--- src/rtl/control_sequencer_if.sv ---
// Bus, ALU flag inputs and control lines of the SAP-style control sequencer.
// The master modport is the sequencer; the slave modport is the datapath side.
interface control_sequencer_if #(
    parameter int N = 8
);
    logic [N-1:0] bus;
    logic         cf;
    logic         zf;
    logic [N-1:0] operand;
    logic [1:0]   flags;
    logic [2:0]   step;
    logic hlt, mi, ri, ii, ai, bi, oi, ce, j, fi, su;
    logic co_, ro_, io_, ao_, eo_;

    modport master (
        input  bus, cf, zf,
        output operand, flags, step,
        output hlt, mi, ri, ii, ai, bi, oi, ce, j, fi, su,
        output co_, ro_, io_, ao_, eo_
    );

    modport slave (
        output bus, cf, zf,
        input  operand, flags, step,
        input  hlt, mi, ri, ii, ai, bi, oi, ce, j, fi, su,
        input  co_, ro_, io_, ao_, eo_
    );
endinterface

--- src/rtl/control_sequencer.sv ---
// Five T-state microcoded control sequencer with IR, flag register and halt latch.
// Optional build macro CONDJMP_EN adds the JC (0x7) and JZ (0x8) conditional jumps.
module control_sequencer #(
    parameter int N = 8
) (
    input  logic                  clk,
    input  logic                  rst,
    control_sequencer_if.master   cs
);
    typedef enum logic [2:0] {
        T0 = 3'd0,
        T1 = 3'd1,
        T2 = 3'd2,
        T3 = 3'd3,
        T4 = 3'd4
    } tstate_e;

    localparam logic [3:0] OP_LDA = 4'h1;
    localparam logic [3:0] OP_ADD = 4'h2;
    localparam logic [3:0] OP_SUB = 4'h3;
    localparam logic [3:0] OP_STA = 4'h4;
    localparam logic [3:0] OP_LDI = 4'h5;
    localparam logic [3:0] OP_JMP = 4'h6;
    localparam logic [3:0] OP_JC  = 4'h7;
    localparam logic [3:0] OP_JZ  = 4'h8;
    localparam logic [3:0] OP_OUT = 4'hE;
    localparam logic [3:0] OP_HLT = 4'hF;

    tstate_e      state, state_nx;
    logic [N-1:0] ir, ir_nx;
    logic [1:0]   flags_q, flags_nx;
    logic         halted, halted_nx;
    logic [3:0]   op;

    logic hlt, mi, ri, ii, ai, bi, oi, ce, j, fi, su;
    logic co, ro, io, ao, eo;  // active-high internal view of the bus enables

    assign op = ir[7:4];

    always_ff @(posedge clk) begin
        if (rst) begin
            state   <= T0;
            ir      <= '0;
            flags_q <= '0;
            halted  <= 1'b0;
        end else begin
            state   <= state_nx;
            ir      <= ir_nx;
            flags_q <= flags_nx;
            halted  <= halted_nx;
        end
    end

    always_comb begin
        hlt = 1'b0; mi = 1'b0; ri = 1'b0; ii = 1'b0; ai = 1'b0; bi = 1'b0;
        oi  = 1'b0; ce = 1'b0; j  = 1'b0; fi = 1'b0; su = 1'b0;
        co  = 1'b0; ro = 1'b0; io = 1'b0; ao = 1'b0; eo = 1'b0;
        state_nx  = state;
        ir_nx     = ir;
        flags_nx  = flags_q;
        halted_nx = halted;

        case (state)
            T0: begin co = 1'b1; mi = 1'b1; end
            T1: begin ro = 1'b1; ii = 1'b1; ce = 1'b1; end
            T2: begin
                case (op)
                    OP_LDA, OP_ADD, OP_SUB, OP_STA: begin io = 1'b1; mi = 1'b1; end
                    OP_LDI: begin io = 1'b1; ai = 1'b1; end
                    OP_JMP: begin io = 1'b1; j = 1'b1; end
`ifdef CONDJMP_EN
                    OP_JC:  begin io = 1'b1; j = flags_q[1]; end
                    OP_JZ:  begin io = 1'b1; j = flags_q[0]; end
`endif
                    OP_OUT: begin ao = 1'b1; oi = 1'b1; end
                    OP_HLT: hlt = 1'b1;
                    default: ;
                endcase
            end
            T3: begin
                case (op)
                    OP_LDA:         begin ro = 1'b1; ai = 1'b1; end
                    OP_ADD, OP_SUB: begin ro = 1'b1; bi = 1'b1; end
                    OP_STA:         begin ao = 1'b1; ri = 1'b1; end
                    default: ;
                endcase
            end
            T4: begin
                if (op == OP_ADD || op == OP_SUB) begin
                    eo = 1'b1; ai = 1'b1; fi = 1'b1;
                    su = (op == OP_SUB);
                end
            end
            default: ;
        endcase

        // Once halted, every register freezes and hlt is held until reset.
        if (halted) begin
            hlt = 1'b1;
        end else begin
            if (fi) flags_nx = {cs.cf, cs.zf};
            if (hlt) begin
                halted_nx = 1'b1;
            end else begin
                if (state == T1) ir_nx = cs.bus;
                case (state)
                    T0:      state_nx = T1;
                    T1:      state_nx = T2;
                    T2:      state_nx = T3;
                    T3:      state_nx = T4;
                    default: state_nx = T0;
                endcase
            end
        end
    end

    assign cs.operand = {{(N-4){1'b0}}, ir[3:0]};
    assign cs.flags   = flags_q;
    assign cs.step    = state;
    assign cs.hlt = hlt;
    assign cs.mi  = mi;
    assign cs.ri  = ri;
    assign cs.ii  = ii;
    assign cs.ai  = ai;
    assign cs.bi  = bi;
    assign cs.oi  = oi;
    assign cs.ce  = ce;
    assign cs.j   = j;
    assign cs.fi  = fi;
    assign cs.su  = su;
    assign cs.co_ = ~co;
    assign cs.ro_ = ~ro;
    assign cs.io_ = ~io;
    assign cs.ao_ = ~ao;
    assign cs.eo_ = ~eo;
endmodule

--- src/flat_wrapper.sv ---
// flat-port wrapper written by rule: the top's interface ports become plain ports
module control_sequencer_flat 
#(
    parameter int N = 8
)
  (clk, rst, cs_bus, cs_cf, cs_zf, cs_operand, cs_flags, cs_step, cs_hlt, cs_mi, cs_ri, cs_ii, cs_ai, cs_bi, cs_oi, cs_ce, cs_j, cs_fi, cs_su, cs_co_, cs_ro_, cs_io_, cs_ao_, cs_eo_);
  control_sequencer_if #(.N(N)) cs_i ();
  input  logic clk;
  input  logic rst;
  input wire logic [$bits(cs_i.bus)-1:0] cs_bus;
  input wire logic [$bits(cs_i.cf)-1:0] cs_cf;
  input wire logic [$bits(cs_i.zf)-1:0] cs_zf;
  output wire logic [$bits(cs_i.operand)-1:0] cs_operand;
  output wire logic [$bits(cs_i.flags)-1:0] cs_flags;
  output wire logic [$bits(cs_i.step)-1:0] cs_step;
  output wire logic [$bits(cs_i.hlt)-1:0] cs_hlt;
  output wire logic [$bits(cs_i.mi)-1:0] cs_mi;
  output wire logic [$bits(cs_i.ri)-1:0] cs_ri;
  output wire logic [$bits(cs_i.ii)-1:0] cs_ii;
  output wire logic [$bits(cs_i.ai)-1:0] cs_ai;
  output wire logic [$bits(cs_i.bi)-1:0] cs_bi;
  output wire logic [$bits(cs_i.oi)-1:0] cs_oi;
  output wire logic [$bits(cs_i.ce)-1:0] cs_ce;
  output wire logic [$bits(cs_i.j)-1:0] cs_j;
  output wire logic [$bits(cs_i.fi)-1:0] cs_fi;
  output wire logic [$bits(cs_i.su)-1:0] cs_su;
  output wire logic [$bits(cs_i.co_)-1:0] cs_co_;
  output wire logic [$bits(cs_i.ro_)-1:0] cs_ro_;
  output wire logic [$bits(cs_i.io_)-1:0] cs_io_;
  output wire logic [$bits(cs_i.ao_)-1:0] cs_ao_;
  output wire logic [$bits(cs_i.eo_)-1:0] cs_eo_;
  assign cs_i.bus = cs_bus;
  assign cs_i.cf = cs_cf;
  assign cs_i.zf = cs_zf;
  assign cs_operand = cs_i.operand;
  assign cs_flags = cs_i.flags;
  assign cs_step = cs_i.step;
  assign cs_hlt = cs_i.hlt;
  assign cs_mi = cs_i.mi;
  assign cs_ri = cs_i.ri;
  assign cs_ii = cs_i.ii;
  assign cs_ai = cs_i.ai;
  assign cs_bi = cs_i.bi;
  assign cs_oi = cs_i.oi;
  assign cs_ce = cs_i.ce;
  assign cs_j = cs_i.j;
  assign cs_fi = cs_i.fi;
  assign cs_su = cs_i.su;
  assign cs_co_ = cs_i.co_;
  assign cs_ro_ = cs_i.ro_;
  assign cs_io_ = cs_i.io_;
  assign cs_ao_ = cs_i.ao_;
  assign cs_eo_ = cs_i.eo_;
  control_sequencer #(.N(N)) u_core (.clk(clk), .rst(rst), .cs(cs_i));
endmodule
--- config.mk ---
export PLATFORM = sky130hd
export DESIGN_NAME = control_sequencer_flat
export DESIGN_NICKNAME = d
export VERILOG_FILES = /design/src/rtl/control_sequencer_if.sv /design/src/rtl/control_sequencer.sv /design/src/flat_wrapper.sv
export SDC_FILE = /design/constraint.sdc
export NUM_CORES = 1
export LEC_CHECK = 0
export CORE_AREA = 2 2 63 47
export CTS_CLUSTER_SIZE = 20
export DETAILED_ROUTE_END_ITERATION = 6
export DIE_AREA = 0 0 65 49
export PLACE_DENSITY = 0.8
export RECOVER_POWER = 25
export SYNTH_ARGS = -nofsm -noshare
export SYNTH_HDL_FRONTEND = slang
export SYNTH_SLANG_ARGS = --single-unit
--- constraint.sdc ---
create_clock -name clk -period 1.25 [get_ports clk]
set_input_delay 0.25 -clock clk [delete_from_list [all_inputs] [get_ports clk]]
set_output_delay 0.25 -clock clk [all_outputs]
set_load 0.02 [all_outputs]
=== After elaboration in Yosys (flattened, before gate mapping) ===
Index checks and enable logic that the tools add are counted.

* Input bits: 12
* Register bits after elaboration: 14
* Output and inout bits: 29

* Mux-type cells: 30
* Equal/unequal tests: 12
* Bitwise gates (word level): 7
* Reductions and logical operators: 9

{| class="wikitable"
|+ Operators with widths
! cell !! count
|-
| $mux 1 || 25
|-
| $eq 4x3->1 const B || 3
|-
| $pmux 3 s4 || 1
|-
| $eq 4x2->1 const B || 2
|-
| $eq 4x4->1 const B || 2
|-
| $not 1->1 || 7
|-
| $eq 3x2->1 const B || 2
|-
| $pmux 1 s2 || 3
|-
| $reduce_or 6->1 || 1
|-
| $eq 4x1->1 const B || 1
|-
| $reduce_and 2->1 || 2
|-
| $reduce_or 4->1 || 1
|-
| $eq 3x1->1 const B || 1
|-
| $eq 3x3->1 const B || 1
|-
| $logic_not 3->1 || 1
|-
| $pmux 1 s3 || 1
|-
| $reduce_and 3->1 || 1
|-
| $reduce_or 3->1 || 1
|-
| $reduce_or 2->1 || 1
|-
| $logic_or 1x1->1 || 1
|}

=== Longest topological paths before layout ===
* Depth in word-level cells: 5
* Mapped depth: 5
* Depth with buffers taken out: 3

=== Worst setup path after synthesis ===
Ideal clock, no wire load.

* Kind: register to output
* Start point: register u_core.state[0], in the netlist u_core.cs.step[0]
* End point: output port cs_ai
* Data required time: 1,000 ps
* Stages on the path, launching flop included: 5
* Buffers on the path: 1
* Arrival: 1,599 ps
* Slack: -599 ps
* Cells stage by stage: dfxtp_1 buf_2 xor2_1 nand2_1 o41ai_1

* Longest elaborated chain between the ends: 2
* Elaborated cells between the ends (all ways): 4

{| class="wikitable"
|+ Ends and longest elaborated chain
! element !! RTL line !! source
|-
| start: declaration || control_sequencer.sv:29 || <nowiki>tstate_e state, state_nx;</nowiki>
|-
| start signal: assignment || control_sequencer.sv:47 || <nowiki>state <= state_nx;</nowiki>
|-
| $eq 3x3->1 or $eq 3x2->1 (tied branches) || control_sequencer.sv:63 || <nowiki>case (state)</nowiki>
|-
| $pmux 1 s3 * || control_sequencer.sv:63 ||
|-
| end: declaration || flat_wrapper.sv:20 || <nowiki>output wire logic [$bits(cs_i.ai)-1:0] cs_ai;</nowiki>
|}

Every way passes the cells marked *; elsewhere a longest branch is shown, timed or not.

=== Final worst setup path ===
* Start point: register u_core.state[0], in the netlist u_core.cs.step[0]
* End point: output port cs_ao_

* Longest elaborated chain between the ends: 3
* Elaborated cells between the ends (all ways): 4

{| class="wikitable"
|+ Ends and longest elaborated chain
! element !! RTL line !! source
|-
| $eq 3x2->1 || control_sequencer.sv:63 ||
|-
| $pmux 1 s2 * || control_sequencer.sv:63 ||
|-
| $not 1->1 * || control_sequencer.sv:134 || <nowiki>assign cs.ao_ = ~ao;</nowiki>
|-
| end: declaration || flat_wrapper.sv:30 || <nowiki>output wire logic [$bits(cs_i.ao_)-1:0] cs_ao_;</nowiki>
|}

Marked as above.

==> impl_metrics.yaml <==
grt:
  antenna_found_initial: 0
  grt_pass1_wl_um: 4610
  grtUsageTotal: 0.189
  grt-ovfl-total: 0
  grt_pass1_vias: 1038
  grt_max_degree: 12
logic_synthesis:
  synth_warnings: 0
  synth_cells: 112
  synth_cell_types: 34
  yosys.area.top_type: "dfxtp_1"
  synth_area_per_cell_um2: 7.84
  ys_seq_area_frac: 0.319
  ys_ff_latch: 14
  yosysTopAreaCellShare: 0.319
  synthTopCellsByArea: "dfxtp_1 (32%), buf_4 (8.5%), nand2_1 (8.5%)"
  netlist_area_um2: 878
layout:
  drive_gt1_frac: 0.634
  nets: 185
  final_cell_mix: "buf_4 (27), buf_6 (25), nand2_1 (12)"
  mostFrequentLayoutCell: "buf_4"
  areaGrowthSynthToFinish_pct: 107
  antenna_cells: 0
  finalNonFillerCells: 208
critical_path:
  cp.arrival_ps: 1440
  start_kind: "register"
  rrSetupSlack_ps: -160
  crit_start: "u_core.cs.step[0]"
  r2r_end: "u_core.ir[1]"
  crit_type: "register to output port"
  rr_startpoint: "u_core.cs.step[0]"
  rr_worst_depth: 5
  crit_fanout: 4
  worstPathRequired_ps: 1000
  crit_end: "cs_ao_"
  critPathCaptureType: "output port"
sta:
  final-hold-violation-count: 0
  worst_clock_skew_ps: 5.41
  setup_viol_count_final: 28
  max_freq_mhz: 592
  fin_hold_ws_ps: 449
  min_period_over_period: 1.35
  setup_slack_ps: -440
  period_needed_ps: 1690
  rsz0062_at_grt: "true"
  report.final.slew_viol_count: 0
place:
  place_inst: 187
  gp_congestion: 0.902
  dp_hpwl_um: 1940
  portBuffers: 36
run:
  cap_violations: 0
pwr:
  power_frac_clock: 0.255
  p_leak_nw: 0.746
  combPwrFrac: 0.414
  p_seq_frac: 0.330
  switchingPower_mw: 0.507
  internal_power_mw: 1.01
  p_per_area_nw_per_um2: 833
  switching_share: 0.334
  peakVddDrop_mv: 0.627
clock_tree:
  cts_max_level: 1
  cts_sinks: 14
  clk_pin_slew_ps: 60
  cts_tree: "yes"
  cts_made_buffers: 3
  clk_latency_ps: 250
  clockBufferDepth: 2
  root_buffer: "clkbuf_8"
route:
  wirelength_um: 3020
  vias_per_cell: 5.01
  first_pass_iters: 4
  final_antenna_net_count: 0
  vias: 1043
  drtIter0Drc: 25
  drc: 0
  wl_per_cell_um: 14.5
floorplanning:
  die-width_um: 65
  ios: 41
  num_rows: 16
  fp.dieH_um: 49
  die_area_um2: 3190
  coreArea_um2: 2620
  initial_core_util: 0.335
status:
  status: "complete, but fails checks"
  violations: "negative setup slack"
min_path:
  hp-class: "register to register"
[state kept, by name, indices dropped and copies added (netlist names)]
register	count
u_core.ir	8
u_core.halted	1
u_core.cs.flags	2
u_core.cs.step	3
[how the worst min path moves through the flow]
stage                              end  slack, ps          from  cells after the start
after global routing      u_core.ir[1]        470  u_core.ir[1]                      2
after CTS                 u_core.ir[2]        460  u_core.ir[2]                      2
final                     u_core.ir[0]        450  u_core.ir[0]                      2
after floorplan           u_core.ir[7]        380     cs_bus[7]                      2
after global placement    u_core.ir[3]        440  u_core.ir[3]                      2
after detailed placement  u_core.ir[2]        460  u_core.ir[2]                      2
[kinds of logic (layout without fill, tap and decap cells)]
family | after synthesis | count (layout) | share of synthesized area
simple gates | 52 | 52 | 0.329
buf+inv | 22 | 79 | 0.155
compound gates | 18 | 18 | 0.138
flops | 14 | 14 | 0.319
mux | 3 | 3 | 0.0342
xor+xnor | 2 | 2 | 0.0199
other cells | 1 | 4 | 0.00427
[per-stage QoR]
step	total power, mW	area [µm²]	worst slack, ps	setup TNS, ps	utilization
3_3_place_gp	0.945	1450	-598	-9900	0.554
3_5_place_dp	0.960	1450	-653	-10740	0.554
2_1_floorplan	0.806	1060	-193	-1080	-
4_1_cts	1.46	1720	-456	-6800	0.655
5_1_grt	1.59	1820	-484	-8220	0.694
6_report	1.52	1820	-440	-6920	0.694
[area by class of cell]
class,count,area (µm²)
Inverter,3,11.3
Clock inverter,1,3.75
Tap cell,36,45.0
Sequential cell,14,302
Fill cell,200,803
Timing Repair Buffer,72,672
Multi-Input combinational cell,79,744
Clock buffer,3,41.3
[synth_stat cells, drive strengths merged]
cell / instances
a21oi: 8
nor3b: 1
dfxtp: 14
mux2i: 3
o2bb2ai: 1
nor4b: 1
nor4: 2
or2: 1
nand2b: 6
xor2: 2
inv: 3
or4b: 1
nand4: 1
or3: 1
nand3b: 1
a22oi: 1
clkbuf: 1
o31ai: 4
o21bai: 1
buf: 18
nor2: 6
conb: 1
nor3: 2
and4bb: 1
nand3: 2
nand2: 20
nor2b: 4
a41o: 1
and4b: 1
o41ai: 1
a311oi: 1
and3: 1
[routing by layer]
layer  part of all wire  routed length (µm)  global-route usage  up-vias
met1               0.38                1150               0.198      489
met2               0.53                1610               0.368       54
met3              0.069                 207              0.0346        7
li1                   -                   -                   -      493
met4              0.018                  55              0.0709        0
met5                  0                   0                   0        -
[worst max-delay path, cell delays in order (launching register included)]
cell	delay (ps)
dfxtp_4	360
buf_6	120
and4bb_2	360
buf_4	130
o21bai_2	60
buf_4	160
[timing repair]
action                     4_1_cts  5_1_grt
hold buffers                     0        0
resized for setup              141       29
setup endpoints to repair       35       30
pin swaps                       12       14
buffers inserted                16        5
cloned                           0        0
[power groups by stage]
stage | combinational [mW] | clock (mW) | sequential, mW
final | 0.628 | 0.387 | 0.501
after global routing | 0.665 | 0.418 | 0.504
after CTS | 0.567 | 0.398 | 0.499
after detailed placement | 0.451 | 0 | 0.509
after global placement | 0.439 | 0 | 0.506
after floorplan | 0.294 | 0 | 0.512
Note: power is estimated with default switching activity, not from simulation.
